==> src/rtl/video_pkg.sv <==
// ---------------------------------------------------------------------------
// video_pkg
// Shared definitions for the video output path.
//   fetch_state_t : states of the frame-buffer read scheduler
//   WORD_BYTES    : bytes per memory bus word
//   PIX_PER_WORD  : 8-bit pixels carried in one bus word
//   DEF_WIDTH/HEIGHT : default active raster, also used by the output generator
//   clog2_min1    : counter width helper that never returns zero
// ---------------------------------------------------------------------------
package video_pkg;

    typedef enum logic [1:0] {
        IDLE      = 2'd0,
        REQ       = 2'd1,
        DATA      = 2'd2,
        FRAME_END = 2'd3
    } fetch_state_t;

    localparam int WORD_BYTES   = 4;
    localparam int PIX_PER_WORD = 4;
    localparam int DEF_WIDTH    = 640;
    localparam int DEF_HEIGHT   = 480;

    // A counter for a range of 1 still needs one flop to be a legal vector.
    function automatic int clog2_min1(input int n);
        return (n > 1) ? $clog2(n) : 1;
    endfunction

endpackage

==> src/rtl/video_out_fetch_ctrl_addr_gen.sv <==
// ---------------------------------------------------------------------------
// fetch_addr_gen
// Frame position and buffer selection for the read scheduler.
//   clk, nRST        : clock, asynchronous active-low reset
//   i_load           : latch a new burst start address
//   i_burst_inc      : advance to the next burst of the frame
//   i_burst_clr      : return to the first burst of the frame
//   i_frame_end      : frame boundary; a pending swap is applied here
//   i_swap_req       : back buffer complete (one-cycle pulse)
//   i_fb_base_a/b    : byte base addresses of buffers A and B
//   o_rd_addr        : burst start byte address
//   o_front_sel      : 0 = A displayed, 1 = B displayed
//   o_swap_ack       : one-cycle pulse when a swap is applied
//   o_burst_last     : current burst is the last one of the frame
// ---------------------------------------------------------------------------
module fetch_addr_gen
    import video_pkg::*;
#(
    parameter int BURST_WORDS  = 8,
    parameter int FRAME_BURSTS = 9600
) (
    input  logic        clk,
    input  logic        nRST,
    input  logic        i_load,
    input  logic        i_burst_inc,
    input  logic        i_burst_clr,
    input  logic        i_frame_end,
    input  logic        i_swap_req,
    input  logic [31:0] i_fb_base_a,
    input  logic [31:0] i_fb_base_b,
    output logic [31:0] o_rd_addr,
    output logic        o_front_sel,
    output logic        o_swap_ack,
    output logic        o_burst_last
);

    localparam int BIDX_W = clog2_min1(FRAME_BURSTS);
    localparam logic [BIDX_W-1:0] LAST_BURST  = BIDX_W'(FRAME_BURSTS - 1);
    localparam logic [31:0]       BURST_BYTES = 32'(BURST_WORDS * WORD_BYTES);

    logic [BIDX_W-1:0] r_burst_idx;
    logic              r_front_sel;
    logic              r_swap_pending;
    logic              r_swap_ack;
    logic [31:0]       r_rd_addr;

    logic [31:0]       w_base;
    logic [31:0]       w_offset;

    // Bases are sampled only here, so software may rewrite the back buffer
    // base at any time without disturbing a burst in flight.
    assign w_base   = r_front_sel ? i_fb_base_b : i_fb_base_a;
    assign w_offset = 32'(r_burst_idx) * BURST_BYTES;

    always_ff @(posedge clk or negedge nRST) begin
        if (!nRST) begin
            r_burst_idx    <= '0;
            r_front_sel    <= 1'b0;
            r_swap_pending <= 1'b0;
            r_swap_ack     <= 1'b0;
            r_rd_addr      <= '0;
        end else begin
            r_swap_ack <= i_frame_end & r_swap_pending;
            if (i_frame_end && r_swap_pending) begin
                r_front_sel <= ~r_front_sel;
            end
            // A request arriving in the boundary cycle itself survives the
            // clear and waits for the next frame; repeats collapse into one.
            r_swap_pending <= (r_swap_pending & ~i_frame_end) | i_swap_req;

            if (i_burst_clr) begin
                r_burst_idx <= '0;
            end else if (i_burst_inc) begin
                r_burst_idx <= r_burst_idx + BIDX_W'(1);
            end

            if (i_load) begin
                r_rd_addr <= w_base + w_offset;
            end
        end
    end

    assign o_rd_addr    = r_rd_addr;
    assign o_front_sel  = r_front_sel;
    assign o_swap_ack   = r_swap_ack;
    assign o_burst_last = (r_burst_idx == LAST_BURST);

endmodule

==> src/rtl/video_out_fetch_ctrl.sv <==
// ---------------------------------------------------------------------------
// video_out_fetch_ctrl
// Read-side scheduler for the video output path. Issues fixed-length burst
// reads of the displayed frame buffer and writes the returned words into the
// output pixel FIFO, walking the frame linearly with A/B double buffering.
//
// Handshake: o_rd_req is held with o_rd_addr stable until i_rd_gnt is seen
// high on a clock edge; that edge accepts the burst and o_rd_req drops. Only
// one burst is outstanding; i_rd_valid beats are accepted only while the
// burst is in flight and each one becomes an o_fifo_we one cycle later.
//
//   clk, nRST       : clock, asynchronous active-low reset
//   i_enable        : fetch enable (level)
//   i_fb_base_a/b   : byte base addresses of buffers A and B
//   i_swap_req      : back buffer complete, display it next frame (pulse)
//   o_swap_ack      : swap applied (pulse, coincides with o_frame_done)
//   o_front_sel     : 0 = A displayed, 1 = B displayed
//   o_rd_req/addr   : burst read request and start byte address
//   i_rd_gnt        : request accepted (one cycle)
//   i_rd_valid/data : read data beats
//   i_fifo_free     : free word slots in the output FIFO
//   o_fifo_we/wdata : FIFO write
//   o_frame_done    : pulse after the last word of a frame is written
//   o_dbg_state     : current scheduler state (fetch_state_t encoding)
// ---------------------------------------------------------------------------
module video_out_fetch_ctrl
    import video_pkg::*;
#(
    parameter int WIDTH       = DEF_WIDTH,
    parameter int HEIGHT      = DEF_HEIGHT,
    parameter int BURST_WORDS = 8,
    parameter int FREE_W      = 9
) (
    input  logic              clk,
    input  logic              nRST,
    input  logic              i_enable,
    input  logic [31:0]       i_fb_base_a,
    input  logic [31:0]       i_fb_base_b,
    input  logic              i_swap_req,
    output logic              o_swap_ack,
    output logic              o_front_sel,
    output logic              o_rd_req,
    output logic [31:0]       o_rd_addr,
    input  logic              i_rd_gnt,
    input  logic              i_rd_valid,
    input  logic [31:0]       i_rd_data,
    input  logic [FREE_W-1:0] i_fifo_free,
    output logic              o_fifo_we,
    output logic [31:0]       o_fifo_wdata,
    output logic              o_frame_done,
    output logic [1:0]        o_dbg_state
);

    localparam int FRAME_WORDS  = WIDTH * HEIGHT / PIX_PER_WORD;
    localparam int FRAME_BURSTS = FRAME_WORDS / BURST_WORDS;
    localparam int BEAT_W       = clog2_min1(BURST_WORDS);
    localparam logic [FREE_W-1:0] BURST_FREE = FREE_W'(BURST_WORDS);
    localparam logic [BEAT_W-1:0] LAST_BEAT  = BEAT_W'(BURST_WORDS - 1);

    fetch_state_t      r_state;
    fetch_state_t      w_next_state;
    logic [BEAT_W-1:0] r_beat;
    logic              r_abort;
    logic              r_fifo_we;
    logic [31:0]       r_fifo_wdata;
    logic              r_frame_done;

    logic              w_load;
    logic              w_burst_inc;
    logic              w_burst_clr;
    logic              w_frame_end;
    logic              w_beat;
    logic              w_last_beat;
    logic              w_abort;
    logic              w_burst_last;

    assign w_beat      = (r_state == DATA) && i_rd_valid;
    assign w_last_beat = w_beat && (r_beat == LAST_BEAT);
    // Enable low at any point of the burst counts, including the final beat.
    assign w_abort     = r_abort | ~i_enable;

    always_comb begin
        w_next_state = r_state;
        w_load       = 1'b0;
        w_burst_inc  = 1'b0;
        w_burst_clr  = 1'b0;
        w_frame_end  = 1'b0;
        case (r_state)
            IDLE: begin
                if (i_enable && (i_fifo_free >= BURST_FREE)) begin
                    w_next_state = REQ;
                    w_load       = 1'b1;
                end
            end
            REQ: begin
                if (i_rd_gnt) begin
                    w_next_state = DATA;
                end
            end
            DATA: begin
                if (w_last_beat) begin
                    w_next_state = IDLE;
                    if (w_burst_last) begin
                        w_next_state = FRAME_END;
                    end else if (w_abort) begin
                        // Restart at the top of the front frame next time.
                        w_burst_clr = 1'b1;
                    end else begin
                        w_burst_inc = 1'b1;
                    end
                end
            end
            FRAME_END: begin
                w_frame_end  = 1'b1;
                w_burst_clr  = 1'b1;
                w_next_state = IDLE;
            end
            default: begin
                w_next_state = IDLE;
            end
        endcase
    end

    always_ff @(posedge clk or negedge nRST) begin
        if (!nRST) begin
            r_state      <= IDLE;
            r_beat       <= '0;
            r_abort      <= 1'b0;
            r_fifo_we    <= 1'b0;
            r_fifo_wdata <= '0;
            r_frame_done <= 1'b0;
        end else begin
            r_state      <= w_next_state;
            r_fifo_we    <= w_beat;
            r_frame_done <= w_frame_end;
            if (w_beat) begin
                r_fifo_wdata <= i_rd_data;
                r_beat       <= w_last_beat ? '0 : r_beat + BEAT_W'(1);
            end
            if (r_state == IDLE) begin
                r_abort <= 1'b0;
            end else if (((r_state == REQ) || (r_state == DATA)) && !i_enable) begin
                r_abort <= 1'b1;
            end
        end
    end

    fetch_addr_gen #(
        .BURST_WORDS  (BURST_WORDS),
        .FRAME_BURSTS (FRAME_BURSTS)
    ) u_addr_gen (
        .clk          (clk),
        .nRST         (nRST),
        .i_load       (w_load),
        .i_burst_inc  (w_burst_inc),
        .i_burst_clr  (w_burst_clr),
        .i_frame_end  (w_frame_end),
        .i_swap_req   (i_swap_req),
        .i_fb_base_a  (i_fb_base_a),
        .i_fb_base_b  (i_fb_base_b),
        .o_rd_addr    (o_rd_addr),
        .o_front_sel  (o_front_sel),
        .o_swap_ack   (o_swap_ack),
        .o_burst_last (w_burst_last)
    );

    // Decoded from state so that reset removes the request asynchronously.
    assign o_rd_req     = (r_state == REQ);
    assign o_fifo_we    = r_fifo_we;
    assign o_fifo_wdata = r_fifo_wdata;
    assign o_frame_done = r_frame_done;
    assign o_dbg_state  = r_state;

endmodule

==> config.mk <==
export PLATFORM = sky130hd
export DESIGN_NAME = video_out_fetch_ctrl
export DESIGN_NICKNAME = d
export VERILOG_FILES = /design/src/rtl/video_pkg.sv /design/src/rtl/video_out_fetch_ctrl_addr_gen.sv /design/src/rtl/video_out_fetch_ctrl.sv
export SDC_FILE = /design/constraint.sdc
export NUM_CORES = 1
export LEC_CHECK = 0
export ABC_CLOCK_PERIOD_IN_PS = 3960
export BUFFER_PORTS_ARGS = -buffer_cell sky130_fd_sc_hd__buf_2
export CAP_MARGIN = 40
export CORE_MARGIN = 3
export CORE_UTILIZATION = 47
export CTS_BUF_LIST = sky130_fd_sc_hd__clkbuf_4
export DETAILED_ROUTE_END_ITERATION = 10
export PLACE_DENSITY = 0.79
export SYNTH_ARGS = -nofsm -noshare
export SYNTH_HDL_FRONTEND = slang
export SYNTH_HIERARCHICAL = 1
export SYNTH_SLANG_ARGS = --single-unit
==> constraint.sdc <==
create_clock -name clk -period 3.96 [get_ports clk]
set_clock_uncertainty 0.15 [all_clocks]
set_input_delay 0.594 -clock clk [delete_from_list [all_inputs] [get_ports clk]]
set_output_delay 0.594 -clock clk [all_outputs]
set_load 0.01 [all_outputs]
==> results.json <==
{
  "detail_route.wirelength_um": 13020,
  "globalplace.congestion": 0.8499,
  "syn-instance-count": 490,
  "first_pass_iters": 4,
  "drt_first_iter_violations": 264,
  "dr_wl_met2_um": 6402,
  "post_route_ant_nets": 0,
  "boundaryPins": 182,
  "timing.final.hold_violations": 0,
  "rows": 38,
  "peakVddDrop_v": 0.0003358,
  "numPortBuffers": 178,
  "end_kind": "flop",
  "latest_clock_arrival_within_the_worst_skew_pair_ps": 450,
  "die-width_um": 112.5,
  "dr.max_layer_used": "met4",
  "initial_utilization_pct": 48.58,
  "tritoncts_clock_tree": "yes",
  "leakage_uw": 0.003180,
  "number_of_setup_buffers_added_after_cts": 0,
  "clock_buffer_count_from_cts": 9,
  "detail_route.wirelength.met1_um": 5528,
  "slew-limit-headroom_pct": 55.48,
  "powerDensity_mw_per_mm2": 619.3,
  "ys_warn_count": 6,
  "worst-endpoint-arrival_ps": 3760,
  "endpoint": "u_addr_gen/o_rd_addr[21]",
  "r2r.worst_path.cells": 10,
  "initial_antenna_violation_count": 0,
  "antenna_cells_inserted": 0,
  "fin_hold_ws_ps": 169.0,
  "synth.lib_cells_used.distinct": 78,
  "ctsResizeCount": 0,
  "vias": 4448,
  "syn_area_mm2": 0.005335,
  "maximum_number_of_pins_on_one_net_before_global_route_repair": 52,
  "finalNetCount": 797,
  "critical_register_to_register_path_startpoint": "u_addr_gen/o_front_sel",
  "final.period_utilization_pct": 89.04,
  "setup.worst_path.start_class": "flop",
  "synth-seq-cells": 89,
  "clock.fmax_mhz": 283.6,
  "grt_setup_unrepaired": "no",
  "core-area_mm2": 0.01098,
  "design_power_total_uw": 4016,
  "worst-slew-pin-transition_ps": 667.3,
  "grt_first_pass_wirelength_um": 21630,
  "finish.utilization_pct": 59.03,
  "syn_to_final_growth_pct": 21.53,
  "hpwlAfterDp_um": 9947,
  "crit_type": "flop to flop",
  "syn-mean-instance-area_um2": 10.89,
  "setup_total_negative_slack_ps": 0,
  "track_usage_pct": 20.85,
  "synth_fp_nets": 623,
  "crit_start": "u_addr_gen/o_front_sel",
  "timing.hold.worst.class": "primary input to flop",
  "required_ps": 4190,
  "crit_chain": "mux2_2 > ha_1 > inv_1 > fa_1 > and2b_1 > o2111ai_2 > a311o_1 > a41o_1 > or4_1 > nand4_1",
  "holdBufCountCts": 1,
  "clock_path_buffers": 2,
  "share_of_final_layout_standard_cells_stronger_than_drive_strength_1_pct": 39.46,
  "clock_tree.htree_level_count": 3,
  "rr_endpoint": "u_addr_gen/o_rd_addr[21]",
  "detailroute.wirelength.met3_um": 851,
  "finalSetupViolations": 0,
  "worst_path_clk_slew_ps": 150,
  "clock_sinks": 89,
  "synth_enable_flop_cells": 0,
  "grt_remaining_overflow": 0,
  "chipHeight_um": 112.5,
  "critical_path.max_stage_delay_ps": 570,
  "cp_max_fo": 13,
  "wire_per_inst_um": 16.10,
  "route.detailed.drc": 0,
  "synthArstFlopShare_pct": 100.0,
  "proportion_of_synthesized_chip_area_in_sequential_cells_pct": 41.74,
  "run_status": "completed",
  "max_capacitance_violation_count": 0,
  "via_count_of_the_first_global_routing_pass": 4460,
  "via_density_per_instance": 5.498,
  "maxSlewViolCount": 0,
  "clock-root-buffer": "clkbuf_4",
  "crit_path_top_delay_cell": "or4_1",
  "r2r_slack_ps": 430,
  "design.die.area_mm2": 0.01267,
  "top_reg_cell_synth": "dfrtp_1",
  "final_period_minus_worst_setup_slack_ps": 3526
}
[power breakdown]
| part | switching, uW | internal (uW) |
|---|---|---|
| combinational | 1000 | 970 |
| sequential | 223 | 1290 |
| clock | 327 | 205 |
| total | 1550 | 2460 |
[state kept, by name (all words and copies together), names as in the netlist, 2 cells and up]
signal,flops
r_beat,3
u_addr_gen/r_burst_idx,14
o_dbg_state,2
u_addr_gen/o_rd_addr,32
o_fifo_wdata,32
[cells in the mapped netlist (4+ instances only)]
cell / instances / area [um^2]
nor3_1: 5 / 25.02
mux2_4: 28 / 420.4
buf_1: 5 / 18.77
a21oi_1: 25 / 125.1
o311ai_1: 4 / 35.03
nand3_1: 18 / 90.09
a21o_1: 8 / 60.06
nor2b_1: 5 / 31.28
mux2i_1: 14 / 140.1
xnor2_1: 9 / 78.83
mux2_1: 11 / 123.9
a31oi_1: 7 / 43.79
xor2_1: 15 / 131.4
and2_1: 4 / 25.02
or3_1: 5 / 31.28
inv_1: 12 / 45.04
nand4_1: 4 / 25.02
nor2_1: 40 / 150.1
clkbuf_1: 7 / 26.28
o21ai_1: 5 / 25.02
dfrtp_1: 89 / 2227
and3_1: 5 / 31.28
nand2_1: 30 / 112.6
ha_1: 21 / 262.8
mux2_2: 21 / 236.5
buf_2: 4 / 20.02
o21ai_0: 6 / 30.03
o31ai_1: 6 / 45.04
o21a_1: 5 / 37.54
[critical path, delay by kind of cell (launching register included)]
family	cells	cell delay, ps
AOI/OAI and AO/OA	3	990
buffers and inverters	1	60
DFF	1	530
adders and majority gates	2	560
and+or+nand+nor	3	910
muxes	1	260
[cell type report]
type	count	area, um^2
fillers	929	4499
flip-flops and latches	89	2228
clock buffers	10	75.07
repair buffers	183	953.4
clock inverters	6	67.56
well taps	140	175.2
multi-input cells	366	2909
inverters	15	75.07
[routing by layer]
| layer | global-route usage [%] | vias to the layer above |
|---|---|---|
| met5 | 0 | - |
| met4 | 6.971 | 0 |
| met3 | 3.881 | 20 |
| li1 | - | 2140 |
| met2 | 34.48 | 166 |
| met1 | 27.65 | 2122 |
[metrics by stage]
| stage | instances | setup WS, ps | cell area [um^2] |
|---|---|---|---|
| 2_1_floorplan | 490 | 14.10 | 5336 |
| 3_3_place_gp | 791 | 484.1 | 6304 |
| 3_5_place_dp | 792 | 436.7 | 6331 |
| 4_1_cts | 809 | 437.0 | 6484 |
| 5_1_grt | 809 | 256.3 | 6484 |
| 6_report | 809 | 433.9 | 6484 |
[cells in the final DEF (no fill, tap or decap), drive strengths merged, types with 11 or more instances in the layout]
cell type  synthesis  routed
a21oi             26      26
buf               13     182
dfrtp             89      89
ha                21      21
inv               14      16
mux2              60      60
mux2i             14      14
nand2             32      32
nand3             18      18
nor2              40      40
o21ai             11      11
xor2              15      15
[worst min-delay path by stage]
stage,start,endpoint,slack (ps),depth (start not counted)
detailed placement,u_addr_gen/o_rd_addr[27],u_addr_gen/o_rd_addr[27],320,2
global route,i_swap_req,u_addr_gen/r_swap_pending,140,2
finish,i_swap_req,u_addr_gen/r_swap_pending,170,2
global placement,u_addr_gen/r_swap_pending,u_addr_gen/r_swap_pending,300,1
CTS,i_swap_req,u_addr_gen/r_swap_pending,140,2
floorplan,nRST,o_dbg_state[0],150,0
[logic make-up (layout without fill, tap and decap cells)]
| kind of cell | after synthesis | after routing | synth area share, % |
|---|---|---|---|
| xor gates and xnor gates | 24 | 24 | 3.940 |
| muxes | 74 | 74 | 17.26 |
| and+or+nand+nor | 148 | 148 | 14.89 |
| AOI/OAI and AO/OA | 98 | 98 | 12.90 |
| adders and majority gates | 22 | 22 | 5.300 |
| DFF | 89 | 89 | 41.74 |
| buffers and inverters | 35 | 214 | 3.964 |
(Power assumes the default switching activity.)
